File: src/rtl/uart_frame_pkg.sv
// Shared types, constants and the bytewise CRC helper for the UART frame receiver.
package uart_frame_pkg;

  typedef enum logic [1:0] {HUNT, PAYLOAD, CSUM_HI, CSUM_LO} frame_state_e;

  typedef enum logic [2:0] {
    RX_IDLE, RX_START, RX_DATA, RX_STOP, RX_WAIT_HIGH
  } rx_state_e;

  localparam logic [15:0] CRC16_POLY = 16'h1021;
  localparam logic [15:0] CRC16_INIT = 16'hFFFF;

  localparam int CSUM_SUM16 = 0;
  localparam int CSUM_CRC16 = 1;

  // CRC-16/CCITT-FALSE advanced by one whole byte, MSB first, unreflected.
  function automatic logic [15:0] crc16_ccitt_byte(input logic [15:0] crc,
                                                   input logic [7:0]  d);
    logic [15:0] c;
    c = crc ^ {d, 8'h00};
    for (int i = 0; i < 8; i++)
      c = c[15] ? ((c << 1) ^ CRC16_POLY) : (c << 1);
    return c;
  endfunction

endpackage

File: src/rtl/uart_rx_byte.sv
// Oversampled UART byte receiver: 2-FF synchroniser, mid-bit sampling, stop check.
module uart_rx_byte
  import uart_frame_pkg::*;
#(
  parameter int CLKS_PER_BIT = 434
) (
  input  logic       clk,
  input  logic       rst,
  input  logic       rxd,
  output logic [7:0] byte_o,
  output logic       byte_valid_o,
  output logic       framing_err_o
);

  localparam int          HALF      = (CLKS_PER_BIT / 2 > 0) ? CLKS_PER_BIT / 2 : 1;
  localparam logic [15:0] HALF_LAST = 16'(HALF - 1);
  localparam logic [15:0] FULL_LAST = 16'(CLKS_PER_BIT - 1);

  logic [1:0]  sync;
  logic        rx_s, rx_prev;
  rx_state_e   state, state_n;
  logic [15:0] cnt, cnt_n;
  logic [2:0]  bit_idx, bit_n;
  logic [7:0]  shreg, sh_n;
  logic        bv_n, fe_n;

  assign rx_s   = sync[1];
  assign byte_o = shreg;

  // Synchroniser, edge history and receiver state registers.
  always_ff @(posedge clk) begin
    if (rst) begin
      sync          <= 2'b11;
      rx_prev       <= 1'b1;
      state         <= RX_IDLE;
      cnt           <= '0;
      bit_idx       <= '0;
      shreg         <= '0;
      byte_valid_o  <= 1'b0;
      framing_err_o <= 1'b0;
    end else begin
      sync          <= {sync[0], rxd};
      rx_prev       <= rx_s;
      state         <= state_n;
      cnt           <= cnt_n;
      bit_idx       <= bit_n;
      shreg         <= sh_n;
      byte_valid_o  <= bv_n;
      framing_err_o <= fe_n;
    end
  end

  // Bit timing: half-bit to the start centre, then one full bit per sample.
  always_comb begin
    state_n = state;
    cnt_n   = cnt + 16'd1;
    bit_n   = bit_idx;
    sh_n    = shreg;
    bv_n    = 1'b0;
    fe_n    = 1'b0;
    case (state)
      RX_IDLE: begin
        cnt_n = '0;
        if (rx_prev && !rx_s) state_n = RX_START;
      end
      RX_START: if (cnt == HALF_LAST) begin
        cnt_n   = '0;
        bit_n   = '0;
        state_n = rx_s ? RX_IDLE : RX_DATA;  // high again means a glitch
      end
      RX_DATA: if (cnt == FULL_LAST) begin
        cnt_n = '0;
        sh_n  = {rx_s, shreg[7:1]};          // LSB arrives first
        bit_n = bit_idx + 3'd1;
        if (bit_idx == 3'd7) state_n = RX_STOP;
      end
      RX_STOP: if (cnt == FULL_LAST) begin
        cnt_n = '0;
        if (rx_s) begin
          bv_n    = 1'b1;
          state_n = RX_IDLE;
        end else begin
          fe_n    = 1'b1;
          state_n = RX_WAIT_HIGH;            // don't re-trigger inside a break
        end
      end
      RX_WAIT_HIGH: begin
        cnt_n = '0;
        if (rx_s) state_n = RX_IDLE;
      end
      default: state_n = RX_IDLE;
    endcase
  end

endmodule

File: src/rtl/uart_frame_rx.sv
// Command frame receiver: header hunt, payload capture, checksum check, stats.
module uart_frame_rx
  import uart_frame_pkg::*;
#(
  parameter int          CLKS_PER_BIT = 434,
  parameter int          HDR_LEN      = 6,
  parameter logic [63:0] HEADER       = 64'h0000AA55EB901D1B,
  parameter int          PAYLOAD_LEN  = 8,
  parameter int          CSUM_MODE    = 0,
  parameter int          TIMEOUT_BITS = 20
) (
  input  logic                       clk,
  input  logic                       rst,
  input  logic                       rxd,
  output logic [PAYLOAD_LEN*8-1:0]   payload_o,
  output logic                       frame_valid_o,
  output logic                       csum_err_o,
  output logic                       framing_err_o,
  output logic                       timeout_o,
  output logic [15:0]                frame_cnt_o,
  output logic [15:0]                err_cnt_o,
  output logic                       busy_o
);

  localparam int          CAPW      = PAYLOAD_LEN * 8;
  localparam logic [31:0] TO_LAST   = 32'(TIMEOUT_BITS * CLKS_PER_BIT - 1);
  localparam logic [15:0] CSUM_INIT = (CSUM_MODE == CSUM_CRC16) ? CRC16_INIT : 16'h0000;

  // Header byte idx in transmit order (most significant used byte first).
  function automatic logic [7:0] hdr_byte(input logic [2:0] idx);
    logic [63:0] s;
    s = HEADER >> (8 * (HDR_LEN - 1 - int'(idx)));
    return s[7:0];
  endfunction

  logic [7:0]   rx_byte;
  logic         rx_bv, rx_fe;

  frame_state_e state, state_n;
  logic [2:0]   k, k_n;
  logic [5:0]   pay_cnt, pc_n;
  logic [CAPW-1:0] cap, cap_n;
  logic [15:0]  csum, csum_n, csum_upd;
  logic [7:0]   csum_hi, hi_n;
  logic [31:0]  to_cnt;
  logic         busy, timeout_hit, good_n, cerr_n;

  uart_rx_byte #(.CLKS_PER_BIT(CLKS_PER_BIT)) u_rx (
    .clk           (clk),
    .rst           (rst),
    .rxd           (rxd),
    .byte_o        (rx_byte),
    .byte_valid_o  (rx_bv),
    .framing_err_o (rx_fe)
  );

  assign busy        = (state != HUNT) || (k != 3'd0);
  assign busy_o      = busy;
  assign timeout_hit = busy && !rx_bv && (to_cnt == TO_LAST);
  assign csum_upd    = (CSUM_MODE == CSUM_CRC16) ? crc16_ccitt_byte(csum, rx_byte)
                                                 : csum + {8'h00, rx_byte};

  // Frame state, capture and statistics registers.
  always_ff @(posedge clk) begin
    if (rst) begin
      state         <= HUNT;
      k             <= '0;
      pay_cnt       <= '0;
      cap           <= '0;
      csum          <= '0;
      csum_hi       <= '0;
      to_cnt        <= '0;
      payload_o     <= '0;
      frame_valid_o <= 1'b0;
      csum_err_o    <= 1'b0;
      framing_err_o <= 1'b0;
      timeout_o     <= 1'b0;
      frame_cnt_o   <= '0;
      err_cnt_o     <= '0;
    end else begin
      state         <= state_n;
      k             <= k_n;
      pay_cnt       <= pc_n;
      cap           <= cap_n;
      csum          <= csum_n;
      csum_hi       <= hi_n;
      to_cnt        <= (rx_bv || !busy || timeout_hit) ? 32'd0 : to_cnt + 32'd1;
      if (good_n) payload_o <= cap;
      frame_valid_o <= good_n;
      csum_err_o    <= cerr_n;
      framing_err_o <= rx_fe;
      timeout_o     <= timeout_hit;
      if (good_n) frame_cnt_o <= frame_cnt_o + 16'd1;
      // Coincident error events count once; the counter sticks at all-ones.
      if ((cerr_n || rx_fe || timeout_hit) && err_cnt_o != 16'hFFFF)
        err_cnt_o <= err_cnt_o + 16'd1;
    end
  end

  // Frame sequencing: aborts take priority, otherwise advance on each byte.
  always_comb begin
    state_n = state;
    k_n     = k;
    pc_n    = pay_cnt;
    cap_n   = cap;
    csum_n  = csum;
    hi_n    = csum_hi;
    good_n  = 1'b0;
    cerr_n  = 1'b0;
    if (timeout_hit || (rx_fe && busy)) begin
      state_n = HUNT;
      k_n     = '0;
    end else if (rx_bv) begin
      case (state)
        HUNT: begin
          if (rx_byte == hdr_byte(k)) begin
            if (k == 3'(HDR_LEN - 1)) begin
              state_n = PAYLOAD;
              k_n     = '0;
              pc_n    = '0;
              csum_n  = CSUM_INIT;
            end else begin
              k_n = k + 3'd1;
            end
          end else begin
            // A mismatching byte may itself start a new header.
            k_n = (rx_byte == hdr_byte(3'd0)) ? 3'd1 : 3'd0;
          end
        end
        PAYLOAD: begin
          cap_n  = CAPW'({cap, rx_byte});
          csum_n = csum_upd;
          pc_n   = pay_cnt + 6'd1;
          if (pay_cnt == 6'(PAYLOAD_LEN - 1)) state_n = CSUM_HI;
        end
        CSUM_HI: begin
          hi_n    = rx_byte;
          state_n = CSUM_LO;
        end
        CSUM_LO: begin
          if ({csum_hi, rx_byte} == csum) good_n = 1'b1;
          else                            cerr_n = 1'b1;
          state_n = HUNT;
          k_n     = '0;
        end
        default: state_n = HUNT;
      endcase
    end
  end

endmodule

File: config.mk
export PLATFORM = sky130hd
export DESIGN_NAME = uart_frame_rx
export DESIGN_NICKNAME = d
export VERILOG_FILES = /design/src/rtl/uart_frame_pkg.sv /design/src/rtl/uart_rx_byte.sv /design/src/rtl/uart_frame_rx.sv
export SDC_FILE = /design/constraint.sdc
export NUM_CORES = 1
export LEC_CHECK = 0
export BUFFER_PORTS_ARGS = -buffer_cell sky130_fd_sc_hd__buf_2
export CAP_MARGIN = 40
export CORE_UTILIZATION = 35
export DETAILED_ROUTE_END_ITERATION = 7
export SETUP_SLACK_MARGIN = 0.02
export SLEW_MARGIN = 20
export SYNTH_ARGS = -nofsm -noshare
export SYNTH_HDL_FRONTEND = slang
export SYNTH_SLANG_ARGS = --single-unit
File: constraint.sdc
create_clock -name clk -period 8.9 [get_ports clk]
set_input_delay 1.78 -clock clk [delete_from_list [all_inputs] [get_ports clk]]
set_output_delay 1.78 -clock clk [all_outputs]
set_load 0.05 [all_outputs]
# --- Word-level counts from Yosys, hierarchy flattened ---
# Cells that the tools add are included.
totals:
  register_bits: 266
  output_inout_bits: 101
  inputBits: 3
  elab_cells: 134
classes:
  muxes: 39
  n_addsub: 9
  eq_ne: 26
  shifts: 1
  n_bitwise: 3
  reduce_logical: 34
ops:
  columns: ["operator", "n"]
  rows:
  - ["16-bit 2-to-1 mux", 4]
  - ["16-bit by 1-bit adder with 16-bit output, second input constant", 3]
  - ["16-bit one-hot mux with 3 select lines", 1]
  - ["48-bit by 32-bit >> shifter with 8-bit output, first input constant", 1]
  - ["3-bit 2-to-1 mux", 11]
  - ["32-bit by 1-bit adder with 32-bit output, second input constant", 1]
  - ["32-bit by 14-bit == test with 1-bit output, second input constant", 1]
  - ["16-bit one-hot mux with 2 select lines", 1]
  - ["16-bit by 8-bit adder with 16-bit output", 1]
  - ["16-bit == test", 1]
  - ["16-bit by 8-bit == test with 1-bit output, second input constant", 1]
  - ["16-bit by 9-bit == test with 1-bit output, second input constant", 1]
  - ["16-bit != test, second input constant", 1]
  - ["3-bit one-hot mux with 5 select lines", 1]
  - ["6-bit 2-to-1 mux", 2]
  - ["2-bit by 1-bit != test with 1-bit output, second input constant", 6]
  - ["3-bit one-hot mux with 2 select lines", 2]
  - ["6-bit one-hot mux with 2 select lines", 1]
  - ["1-bit 2-to-1 mux", 11]
  - ["3-bit == test, second input constant", 3]
  - ["3-bit AND reduction", 3]
  - ["8-bit == test", 1]
  - ["8-bit == test, second input constant", 1]
  - ["2-bit 2-to-1 mux", 4]
  - ["other kinds (24)", 49]

# --- Logic depth before layout (Yosys ltp) ---
logic_depth:
  word_depth: 9
  ltp_mapped: 13
  ltp_nobuf: 9

# --- Cells and area by module ---
# Synthesis repeated with hierarchy kept, for this count alone.
unflattened:
  cells_unflattened: 1417
  area_unflattened_um2: 11623.6
by_module_without_submodules:
  columns: ["module", "instances", "cells_per_inst", "seq_area_each_um2", "area_each_um2"]
  rows:
  - ["uart_frame_rx", 1, 1230, 4624.4, 9940.8]
  - ["uart_rx_byte", 1, 187, 700.7, 1682.9]

# --- Worst setup path after synthesis ---
# OpenSTA, ideal clock, no wires.
synth_path:
  path_type: "register to output"
  startpoint: "reg k[0]"
  endpoint: "out busy_o"
  t_arrival_ns: 1.423
  n_path_buf: 1
  required_ns: 7.120
  path_stages_with_launch: 5
  setup_slack_ns: 5.697
  path_cell_list: "dfxtp_1 > clkbuf_1 > inv_1 > ha_1 > nand3b_1"
synth_between:
  elab_chain_len: 2
synth_rtl:
  columns: ["element", "line", "text"]
  rows:
  - ["start, declared", "uart_frame_rx.sv:40", "logic [2:0] k, k_n;"]
  - ["start signal, assigned", "uart_frame_rx.sv:82", "k <= k_n;"]
  - ["3-bit nonzero test", "uart_frame_rx.sv:57", "assign busy = (state != HUNT) || (k != 3'd0);"]
  - ["1-bit logical OR", "uart_frame_rx.sv:57", null]
  - ["end, declared", "uart_frame_rx.sv:22", "output logic busy_o"]
# No other way between the ends.

# --- Final worst setup path ---
layout_path:
  startpoint: "reg k[1]"
  endpoint: "out busy_o"
# The elaborated chain is that of the path after synthesis.

==> results.yml <==
worst_setup_path:
  cpPeakStageDelay_ps: 580
  cp_num_buf_inv: 2
  cp-start-kind: "flip-flop"
  end_kind: "primary output"
  crit_chain: "inv_1 > ha_1 > nand3b_1 > buf_2"
  critical-path-top-delay-family: "flip-flops"
  timing.rr.start: "u_rx.byte_o[1]"
  worstSetupPathType: "reg2out"
  reg2reg_depth: 8
  r2r_setup_slack_ps: 5170
  cp.required_ps: 7120
  slowest_stage: "dfxtp_1"
  critical_path.max_fanout: 14
  cp_data_arrival_time_ps: 2160
  r2r-end: "frame_cnt_o[10]"
finish:
  fillers: 3165
  antenna_cells: 0
  area_growth_pct: 15.79
  drive_gt1_frac: 0.1263
  multiInputGateArea_um2: 5617
  register_area_um2: 5325
  postLayoutCellArea_um2: 13080
  nNetsFinal: 1412
clock_tree:
  cts-hold-fix-buffers: 0
  root_buffer: "clkbuf_16"
  ctsResizeCount: 0
  cts_buffer_depth: 3
  cts.sinks: 266
  tritoncts: "built"
  clkLatencyLatePin_ps: 560
  cts_setup_buffers: 0
  htree_levels: 1
  cts_buffers: 29
  clk_transition_reported_paths_ps: 60
synth:
  netlist_area_um2: 11300
  synth_edf_count: 0
  syn_inst: 1304
  syn_area_per_cell_um2: 8.664
  seq_area_frac_synth: 0.4713
  synth_fp_nets: 1336
  synthArstFlopShare: 0
  synth_flop_cell: "dfxtp_1"
  ys_seq_elements: 266
  synth-warning-count: 0
  yosysUniqueCellTypes: 69
power:
  p_switching_w: 0.0005075
  peakVddDrop_v: 0.0001439
  swShare: 0.2151
  powerDensity_nw_per_um2: 180.4
  pwr-share-comb: 0.013
  internal_power_w: 0.001852
  p_seq_frac: 0.507
  power_frac_clock: 0.481
  p_leak_nw: 5.405
min_path:
  min_to: "u_rx.sync[1]"
  min_path_cells: 1
  holdCritStartpoint: "u_rx.sync[0]"
  hp-class: "reg2reg"
detailed_routing:
  vias: 8973
  firstDrtPassIters: 5
  viasPerCell: 4.977
  wl_um: 25410
  drcViolationCount: 0
  ant_nets: 0
  wl_per_cell_um: 14.09
  drt_iter0_markers: 619
placed_design:
  hpwl_um: 16960
  place_congestion: 0.8376
  placed_cell_area_um2: 12170
  portBuffers: 103
floorplan:
  ios: 104
  coreArea_um2: 31640
  die_w_um: 181.7
  die_y_um: 181.7
  row_count: 65
  initial_utilization: 0.3571
  die-area_um2: 33000
grt:
  overflow: 0
  grt_pass1_vias: 8270
  grt_max_degree: 81
  track_usage: 0.1515
  antenna_found_initial: 0
  grt_pass1_wl_um: 42150
sta:
  report.final.slew_viol_count: 0
  grt_setup_unrepaired: "no"
  maxSlewHeadroom: 0.4943
  tns_ps: 0
  fmax_ghz: 0.2538
  period_share: 0.4427
  tightest_slew_ps: 757.0
  finalSetupViolations: 0
  skew_ps: 21.68
  final.min_clock_period_ps: 3940
  hold_viol: 0
flow_run:
  cap_viol_max_count: 0
run_status:
  status: "complete, no violations"
[final cells by class]
class / instances / area share
repair buffers: 114 / 0.04992
inverters: 21 / 0.006025
flip-flops and latches: 266 / 0.4070
clock inverters: 9 / 0.005165
clock buffers: 43 / 0.06408
well taps: 402 / 0.03845
multi-input cells: 948 / 0.4293
[logic make-up after synthesis]
kind of cell,Yosys count,share of synthesized area
compound gates,200,0.1071
xor+xnor,78,0.06046
fa+ha+maj,29,0.03278
buf+inv,90,0.03223
flops,266,0.4713
mux,67,0.05980
simple gates,574,0.2363
[per-stage QoR]
stage                 util  power (W)  hold WS, ps  instances  setup slack (ps)
floorplan                -   0.001244        389.5       1304              5697
global placement    0.3818   0.001250        399.7       1745              4424
detailed placement  0.3845   0.001252        405.7       1750              4654
CTS                 0.4132   0.002396        419.8       1802              4813
global route        0.4135   0.002448        429.1       1803              4845
finish              0.4135   0.002359        414.3       1803              4960
[per-layer routing]
metal  wire length (um)  track usage  up-vias
li1                   -            -     4629
met1              12490       0.2103     4140
met2              11120       0.2395      168
met3               1314      0.03209       36
met4                489      0.03458        0
met5                  0            0        -
[worst max path at each step]
| stage | start | endpoint | slack [ps] | cells after the start |
|---|---|---|---|---|
| 2_1_floorplan | k[0] | busy_o | 5700 | 4 |
| 6_report | k[1] | busy_o | 4960 | 4 |
| 3_5_place_dp | rst | csum[14] | 4650 | 7 |
| 3_3_place_gp | rst | to_cnt[6] | 4420 | 5 |
| 4_1_cts | k[1] | csum[3] | 4810 | 9 |
| 5_1_grt | k[1] | busy_o | 4850 | 4 |
[sequential cells by signal (all words and copies together), names as in the netlist, 2 cells and up]
register      cells
state             2
u_rx.byte_o       8
csum_hi           8
u_rx.state        3
k                 3
cap              64
to_cnt           32
u_rx.sync         2
u_rx.cnt         16
pay_cnt           6
u_rx.bit_idx      3
payload_o        64
frame_cnt_o      16
csum             16
err_cnt_o        16
[power by group through the flow]
stage	logic (W)	registers, W	clock network, W
after floorplan	0.0000241	0.00122	0
final	0.0000297	0.00120	0.00113
after global placement	0.0000280	0.00122	0
after CTS	0.0000302	0.00120	0.00117
after detailed placement	0.0000302	0.00122	0
after global routing	0.0000337	0.00120	0.00122
[Yosys cell counts, types with 3 or more instances]
cell        n  area (um^2)
dfxtp_1   266         5325
nand2_1   213        799.5
nor2_1    160        600.6
a21oi_1   114        570.6
mux2i_1    66        660.6
clkbuf_1   54        202.7
xor2_1     49        429.2
nand3_1    42        210.2
xnor2_1    29        254.0
ha_1       28        350.3
nor3_1     27        135.1
and3_1     23        143.9
o21ai_0    22        110.1
inv_1      21        78.83
nand4_1    19        118.9
or3_1      16        100.1
nor4_1     10        62.56
or4_1      10        75.07
a22o_1      8        70.07
and4_1      8        70.07
buf_1       8        30.03
and2_1      7        43.79
nor2b_1     7        43.79
a31oi_1     5        31.28
nand2b_1    5        31.28
o31ai_1     5        37.54
o41ai_1     5        43.79
or2_2       5        31.28
a21boi_0    4        30.03
nor4b_1     4        35.03
o211ai_1    4        30.03
a211o_1     3        26.28
a21o_1      3        22.52
and3b_1     3        26.28
buf_2       3        15.01
nor3b_1     3        22.52
o21a_1      3        22.52
[layout by cell type, fill, tap and decap left out, types with 7 or more instances in the layout]
master / n
dfxtp_1: 266
nand2_1: 212
nor2_1: 160
a21oi_1: 114
buf_2: 103
mux2i_1: 66
xor2_1: 49
nand3_1: 42
xnor2_1: 29
clkbuf_16: 29
ha_1: 28
nor3_1: 27
and3_1: 23
o21ai_0: 22
inv_1: 21
nand4_1: 19
or3_1: 16
or4_1: 10
nor4_1: 10
a22o_1: 8
and4_1: 8
clkbuf_1: 8
nor2b_1: 7
[worst reg2reg max path: stages (launching register included)]
cell and delay (ps):
dfxtp_1 610, ha_1 330, or4_1 570, nor4_1 540, and4_1 680, and3_1 450, nand4_1 160, xnor2_1 140
nor2b_1 120
Note: power is estimated with default switching activity, not from simulation.
